### config.mk
export PLATFORM = sky130hd
export DESIGN_NAME = dmem_ctrl
export DESIGN_NICKNAME = d
export VERILOG_FILES = /design/src/rtl/dmem_pkg.sv /design/src/rtl/dmem_lane.sv /design/src/rtl/dmem_ctrl.sv
export SDC_FILE = /design/constraint.sdc
export NUM_CORES = 1
export LEC_CHECK = 0
export BUFFER_PORTS_ARGS = -buffer_cell sky130_fd_sc_hd__buf_2
export CAP_MARGIN = 30
export CORE_MARGIN = 4
export CORE_UTILIZATION = 31
export CTS_BUF_LIST = sky130_fd_sc_hd__clkbuf_16
export CTS_CLUSTER_SIZE = 30
export DETAILED_ROUTE_END_ITERATION = 10
export HOLD_SLACK_MARGIN = 0.12
export MAX_ROUTING_LAYER = met4
export PLACE_DENSITY = 0.6
export SYNTH_ARGS = -nofsm -noshare
export SYNTH_HDL_FRONTEND = slang
export SYNTH_SLANG_ARGS = --single-unit
export TNS_END_PERCENT = 5
### constraint.sdc
create_clock -name clk -period 2 [get_ports clk]
set_input_delay 0.4 -clock clk [delete_from_list [all_inputs] [get_ports clk]]
set_output_delay 0.4 -clock clk [all_outputs]
set_load 0.03 [all_outputs]
### src/rtl/dmem_pkg.sv
// dmem_pkg: shared definitions for the data-memory access controller.
//   - SZ_BYTE / SZ_HALF / SZ_WORD : cpu_size encodings (2'b11 is illegal)
//   - state_t                     : controller FSM states
//   - align_ok()                  : natural-alignment test for a size/address pair
package dmem_pkg;

    localparam logic [1:0] SZ_BYTE = 2'b00;
    localparam logic [1:0] SZ_HALF = 2'b01;
    localparam logic [1:0] SZ_WORD = 2'b10;

    typedef enum logic [1:0] {
        ST_IDLE = 2'd0,
        ST_RD   = 2'd1,
        ST_WR   = 2'd2,
        ST_DONE = 2'd3
    } state_t;

    // Only the two low address bits matter for alignment. The illegal size
    // encoding is reported as misaligned so one test covers both error cases.
    function automatic logic align_ok(input logic [1:0] size, input logic [1:0] addr_lo);
        case (size)
            SZ_BYTE: align_ok = 1'b1;
            SZ_HALF: align_ok = ~addr_lo[0];
            SZ_WORD: align_ok = (addr_lo == 2'b00);
            default: align_ok = 1'b0;
        endcase
    endfunction

endpackage

### src/rtl/dmem_lane.sv
// dmem_lane: combinational byte-lane logic for dmem_ctrl.
// Ports:
//   ld_word  in  32 : word read from RAM
//   addr_lo  in   2 : byte offset within the word
//   size     in   2 : access size (SZ_*)
//   sign     in   1 : 1 = sign-extend sub-word loads
//   ld_data  out 32 : extracted and extended load result
//   st_old   in  32 : current RAM word (read half of a read-modify-write)
//   st_wdata in  32 : right-aligned store data
//   st_word  out 32 : st_old with the addressed lane replaced by st_wdata
// Inputs are assumed aligned; misaligned accesses never reach this block.
module dmem_lane
    import dmem_pkg::*;
(
    input  logic [31:0] ld_word,
    input  logic [1:0]  addr_lo,
    input  logic [1:0]  size,
    input  logic        sign,
    output logic [31:0] ld_data,
    input  logic [31:0] st_old,
    input  logic [31:0] st_wdata,
    output logic [31:0] st_word
);

    // Bit offset of the addressed lane; 0 or 16 for halves, 0 for words.
    logic [4:0]  sh;
    logic [31:0] shifted;
    logic [31:0] mask;

    assign sh = {addr_lo, 3'b000};

    always_comb begin
        shifted = ld_word >> sh;
        ld_data = '0;
        case (size)
            SZ_BYTE: ld_data = {{24{sign & shifted[7]}}, shifted[7:0]};
            SZ_HALF: ld_data = {{16{sign & shifted[15]}}, shifted[15:0]};
            SZ_WORD: ld_data = ld_word;
            default: ld_data = '0;
        endcase
    end

    always_comb begin
        mask = 32'hFFFF_FFFF;
        case (size)
            SZ_BYTE: mask = 32'h0000_00FF << sh;
            SZ_HALF: mask = 32'h0000_FFFF << sh;
            default: mask = 32'hFFFF_FFFF;
        endcase
        st_word = (st_old & ~mask) | ((st_wdata << sh) & mask);
    end

endmodule

### src/rtl/dmem_ctrl.sv
// dmem_ctrl: CPU-side controller for a slow, word-addressed data RAM.
// Handles byte/half/word loads (sign/zero extension), sub-word stores via
// read-modify-write, misalignment errors and a per-phase stall timeout.
// Ports:
//   clk, rst_n              : clock, asynchronous active-low reset
//   cpu_req/we/size/sign    : request and its attributes (held until cpu_done)
//   cpu_addr, cpu_wdata     : byte address, right-aligned store data
//   cpu_rdata/done/err      : registered result, one-cycle done pulse, error flag
//   cpu_stall               : cpu_req & ~cpu_done (combinational)
//   ram_cs/we/addr/din      : registered RAM controls, stable for a whole phase
//   ram_dout, ram_stall     : RAM read data and busy indication
//   dbg_state               : current FSM state (state_t encoding)
//
// Handshake: a request is taken when cpu_req=1 in IDLE while cpu_done=0; the
// CPU then holds every cpu_* field until the single-cycle cpu_done pulse, during
// which cpu_rdata/cpu_err are valid. On the RAM side, a phase starts when ram_cs
// rises or ram_we changes and ends on the first rising edge with ram_stall=0.
module dmem_ctrl
    import dmem_pkg::*;
#(
    parameter int TIMEOUT = 64
) (
    input  logic        clk,
    input  logic        rst_n,
    input  logic        cpu_req,
    input  logic        cpu_we,
    input  logic [1:0]  cpu_size,
    input  logic        cpu_sign,
    input  logic [31:0] cpu_addr,
    input  logic [31:0] cpu_wdata,
    output logic [31:0] cpu_rdata,
    output logic        cpu_done,
    output logic        cpu_err,
    output logic        cpu_stall,
    output logic        ram_cs,
    output logic        ram_we,
    output logic [31:0] ram_addr,
    output logic [31:0] ram_din,
    input  logic [31:0] ram_dout,
    input  logic        ram_stall,
    output logic [1:0]  dbg_state
);

    localparam int CNT_W = $clog2(TIMEOUT + 1);
    localparam logic [CNT_W-1:0] CNT_LAST = CNT_W'(TIMEOUT);

    state_t           state;
    logic [CNT_W-1:0] tcnt;
    logic [CNT_W-1:0] tcnt_nxt;
    logic [31:0]      word_q;
    logic             err_q;
    // Request attributes captured at accept, so the access finishes coherently
    // even if the CPU drops cpu_req early.
    logic             op_we;
    logic [1:0]       op_size;
    logic             op_sign;
    logic [1:0]       op_lo;
    logic [31:0]      ld_data;
    logic [31:0]      st_word;

    assign tcnt_nxt  = tcnt + CNT_W'(1);
    assign cpu_stall = cpu_req & ~cpu_done;
    assign dbg_state = state;

    // Extraction works from the captured word; the merge works from ram_dout
    // because the merged word must be loaded into ram_din on the capture edge.
    // ram_din holds the right-aligned store data throughout the read phase.
    dmem_lane u_lane (
        .ld_word  (word_q),
        .addr_lo  (op_lo),
        .size     (op_size),
        .sign     (op_sign),
        .ld_data  (ld_data),
        .st_old   (ram_dout),
        .st_wdata (ram_din),
        .st_word  (st_word)
    );

    always_ff @(posedge clk or negedge rst_n) begin
        if (!rst_n) begin
            state     <= ST_IDLE;
            tcnt      <= '0;
            word_q    <= '0;
            err_q     <= 1'b0;
            op_we     <= 1'b0;
            op_size   <= 2'b00;
            op_sign   <= 1'b0;
            op_lo     <= 2'b00;
            ram_cs    <= 1'b0;
            ram_we    <= 1'b0;
            ram_addr  <= '0;
            ram_din   <= '0;
            cpu_rdata <= '0;
            cpu_done  <= 1'b0;
            cpu_err   <= 1'b0;
        end else begin
            cpu_done  <= 1'b0;
            cpu_err   <= 1'b0;
            cpu_rdata <= '0;
            case (state)
                ST_IDLE: begin
                    // cpu_done=1 here means the previous access is still being
                    // reported; its request must not be taken a second time.
                    if (cpu_req && !cpu_done) begin
                        tcnt    <= '0;
                        err_q   <= 1'b0;
                        op_we   <= cpu_we;
                        op_size <= cpu_size;
                        op_sign <= cpu_sign;
                        op_lo   <= cpu_addr[1:0];
                        if (!align_ok(cpu_size, cpu_addr[1:0])) begin
                            err_q <= 1'b1;
                            state <= ST_DONE;
                        end else begin
                            ram_cs   <= 1'b1;
                            ram_addr <= {2'b00, cpu_addr[31:2]};
                            ram_din  <= cpu_wdata;
                            if (cpu_we && cpu_size == SZ_WORD) begin
                                ram_we <= 1'b1;
                                state  <= ST_WR;
                            end else begin
                                ram_we <= 1'b0;
                                state  <= ST_RD;
                            end
                        end
                    end
                end
                ST_RD: begin
                    if (!ram_stall) begin
                        word_q <= ram_dout;
                        tcnt   <= '0;
                        if (op_we) begin
                            // Same address, cs kept high: only we and din change.
                            ram_we  <= 1'b1;
                            ram_din <= st_word;
                            state   <= ST_WR;
                        end else begin
                            ram_cs <= 1'b0;
                            state  <= ST_DONE;
                        end
                    end else if (tcnt_nxt == CNT_LAST) begin
                        tcnt   <= tcnt_nxt;
                        ram_cs <= 1'b0;
                        err_q  <= 1'b1;
                        state  <= ST_DONE;
                    end else begin
                        tcnt <= tcnt_nxt;
                    end
                end
                ST_WR: begin
                    if (!ram_stall) begin
                        ram_cs <= 1'b0;
                        ram_we <= 1'b0;
                        state  <= ST_DONE;
                    end else if (tcnt_nxt == CNT_LAST) begin
                        tcnt   <= tcnt_nxt;
                        ram_cs <= 1'b0;
                        ram_we <= 1'b0;
                        err_q  <= 1'b1;
                        state  <= ST_DONE;
                    end else begin
                        tcnt <= tcnt_nxt;
                    end
                end
                ST_DONE: begin
                    cpu_done  <= 1'b1;
                    cpu_err   <= err_q;
                    cpu_rdata <= (err_q || op_we) ? 32'h0 : ld_data;
                    tcnt      <= '0;
                    state     <= ST_IDLE;
                end
                default: state <= ST_IDLE;
            endcase
        end
    end

endmodule

==> results.yml <==
sta:
  drv_slew: 0
  fmax_ghz: 0.517
  timing.final.crit_share_pct: 96.8
  relSlewSlack_pct: 50.9
  hold_viol_final: 0
  tns_ns: 0
  period_needed_ns: 1.94
  finClkSkew_ns: 0.00837
  holdWs_ns: 0.203
  rsz0062_at_grt: "yes"
  tightest_slew_ns: 0.736
  setup_viol: 0
critical_path:
  critPathCaptureType: "flop"
  crit_path_max_incr_delay_ns: 0.64
  reg2reg_slack_ns: 0.06
  worstReg2RegEnd: "cpu_rdata[14]"
  cp-endpoint: "cpu_rdata[14]"
  slowest_stage: "or4b_1"
  crit_type: "flop to flop"
  critPathLaunch: "op_lo[1]"
  critPathMaxFanout: 9
  crit_arrival_ns: 2.26
  start_kind: "flop"
  crit_required_ns: 2.33
  crit_chain: "mux2i_1 > mux2_2 > or4b_1 > a31oi_1"
  reg2reg_depth: 4
  r2r-start: "op_lo[1]"
drt:
  via_count: 5910
  wl_um: 22800
  post_drt_wl_per_cell_um: 19.3
  drtIter0Drc: 234
  ant_nets: 0
  drc: 0
  first_pass_iters: 5
  vias_per_cell: 5.02
global_route:
  grt_max_degree: 44
  grt_util_all_layers_pct: 18.4
  grt_pass1_vias: 6231
  grt_overflow: 0
  antenna_found_initial: 6
  grt_pass1_wl_um: 35400
placement:
  dpl.cell_count: 1138
  place_hpwl_um: 17600
  gp_congestion: 0.887
  portBuffers: 204
  place_area_um2: 8820
synthesis:
  yosys_register_bits: 146
  syn-instance-count: 643
  synth_area_um2: 7150
  synth_seq_area_share_pct: 51.1
  synthFlopType: "dfrtp_1"
  ys_warn_count: 0
  ys_async_sr_fraction_pct: 100
  synth_edf_count: 0
  yosysUniqueCellTypes: 60
  syn_avg_cell_area_um2: 11.1
pwr:
  power.total_uw: 17000
  ir_drop_mv: 0.919
  power_density_nw_per_um2: 1800
  leakage_uw: 0.00452
layout:
  design_area_um2: 9460
  fill_cells: 2222
  instances_no_fill: 1177
  area_growth_pct: 32.3
  final_nets: 983
  drive_gt1_share_pct: 45.0
cts:
  cts_sinks: 146
  tritoncts: "done"
  cts_buffers: 17
  clk_pin_slew_ns: 0.07
  cts_root_buffer: "clkbuf_16"
  htreeDepth: 4
  clockBufferDepth: 2
  clkLatencyLatePin_ns: 0.42
die:
  rows: 55
  die_area_um2: 25600
  initial_core_util_pct: 31.6
  chipWidth_um: 160
  io_pins: 207
  core-area_um2: 22600
  fp.dieH_um: 160
flow_run:
  drv_cap: 0
hold_path:
  min_path_type: "input port to flop"
outcome:
  status: "finished clean"
## how the worst min path moves through the flow
stage | start | endpoint | slack, ns | depth (start not counted)
2_1_floorplan | rst_n | asynchronous set/reset pin | 0.10 | 0
3_3_place_gp | rst_n | ram_addr[28] | 0.37 | 1
3_5_place_dp | rst_n | ram_addr[28] | 0.37 | 1
4_1_cts | cpu_addr[30] | ram_addr[28] | 0.18 | 2
5_1_grt | cpu_addr[11] | ram_addr[9] | 0.19 | 2
6_report | cpu_sign | op_sign | 0.20 | 2
## metrics by stage
stage / utilization, % / worst slack, ns
2_1_floorplan: - / -0.0739
3_3_place_gp: 39.0 / 0.0803
3_5_place_dp: 39.0 / 0.0420
4_1_cts: 41.6 / 0.0139
5_1_grt: 41.8 / -0.0269
6_report: 41.8 / 0.0644
## Yosys cell counts (all sizes together) (3+ instances only)
cell,instances,area [µm²]
dfrtp,146,3650
o22a,3,26.3
a22oi,14,105
nand2,57,216
a22o,8,70.1
buf,21,109
mux2,98,1100
nand2b,6,37.5
or2,4,25.0
clkbuf,20,85.1
a21o,8,60.1
nor2b,13,81.3
a31oi,9,56.3
a211oi,7,57.6
mux2i,27,270
inv,11,41.3
a2bb2oi,5,43.8
and2,3,20.0
o31ai,4,30.0
a21oi,46,245
nand3b,4,30.0
nor3,5,25.0
o21ai,29,145
a222oi,6,60.1
nor2,47,176
ha,6,75.1
o2bb2ai,8,70.1
## cell type report
class                   instances  area (µm²)  area share (%)
multi-input cells             446        3300            34.8
flip-flops and latches        146        3660            38.7
clock inverters                15         160            1.69
clock buffers                  17         425            4.50
repair buffers                251        1510            15.9
well taps                     285         357            3.77
inverters                      11        41.3           0.437
diodes                          6        15.0           0.159
## placed cells by master (no fill, tap or decap), drive strengths merged, types with 7 or more instances in the layout
cell,netlist,final
buf,21,250
dfrtp,146,146
mux2,98,98
nand2,57,57
nor2,47,47
a21oi,46,46
o21ai,29,29
mux2i,27,27
inv,11,20
clkbuf,20,17
a22oi,14,14
nor2b,13,13
a31oi,9,9
a22o,8,8
a21o,8,8
o2bb2ai,8,8
a211oi,7,7
## where the power goes
part           switching, µW  internal (µW)
Clock                   1420           1770
Combinational           5030           3680
Sequential              1010           4120
Total                   7460           9570
## layer usage
metal	share of wire, %	track usage (%)	routed length (µm)
met1	41	21.7	9240
met2	50	30.0	11300
met3	7.2	5.37	1630
met4	2.5	6.88	577
met5	0	-	0
## logic make-up after synthesis
| kind of cell | synth area share, % |
|---|---|
| flops | 51.1 |
| xor+xnor | 0.368 |
| buf+inv | 3.29 |
| mux | 19.2 |
| compound gates | 15.5 |
| fa+ha+maj | 1.05 |
| simple gates | 9.36 |
| other cells | 0.0525 |
## worst max-delay path: cells and delay by family, from the launching register on
kind,cells,cell delay (ns)
AO/OA/AOI/OAI,1,0.26
flip-flops,1,0.48
multiplexers,2,0.47
AND/OR/NAND/NOR,1,0.64
## what timing repair did
item,4_1_cts,5_1_grt
hold endpoints to repair,38,0
hold buffers,1,0
endpoints found under the setup margin,0,40
buffers inserted,0,0
resized for setup,0,8
Power figures use the tool's default switching activity.
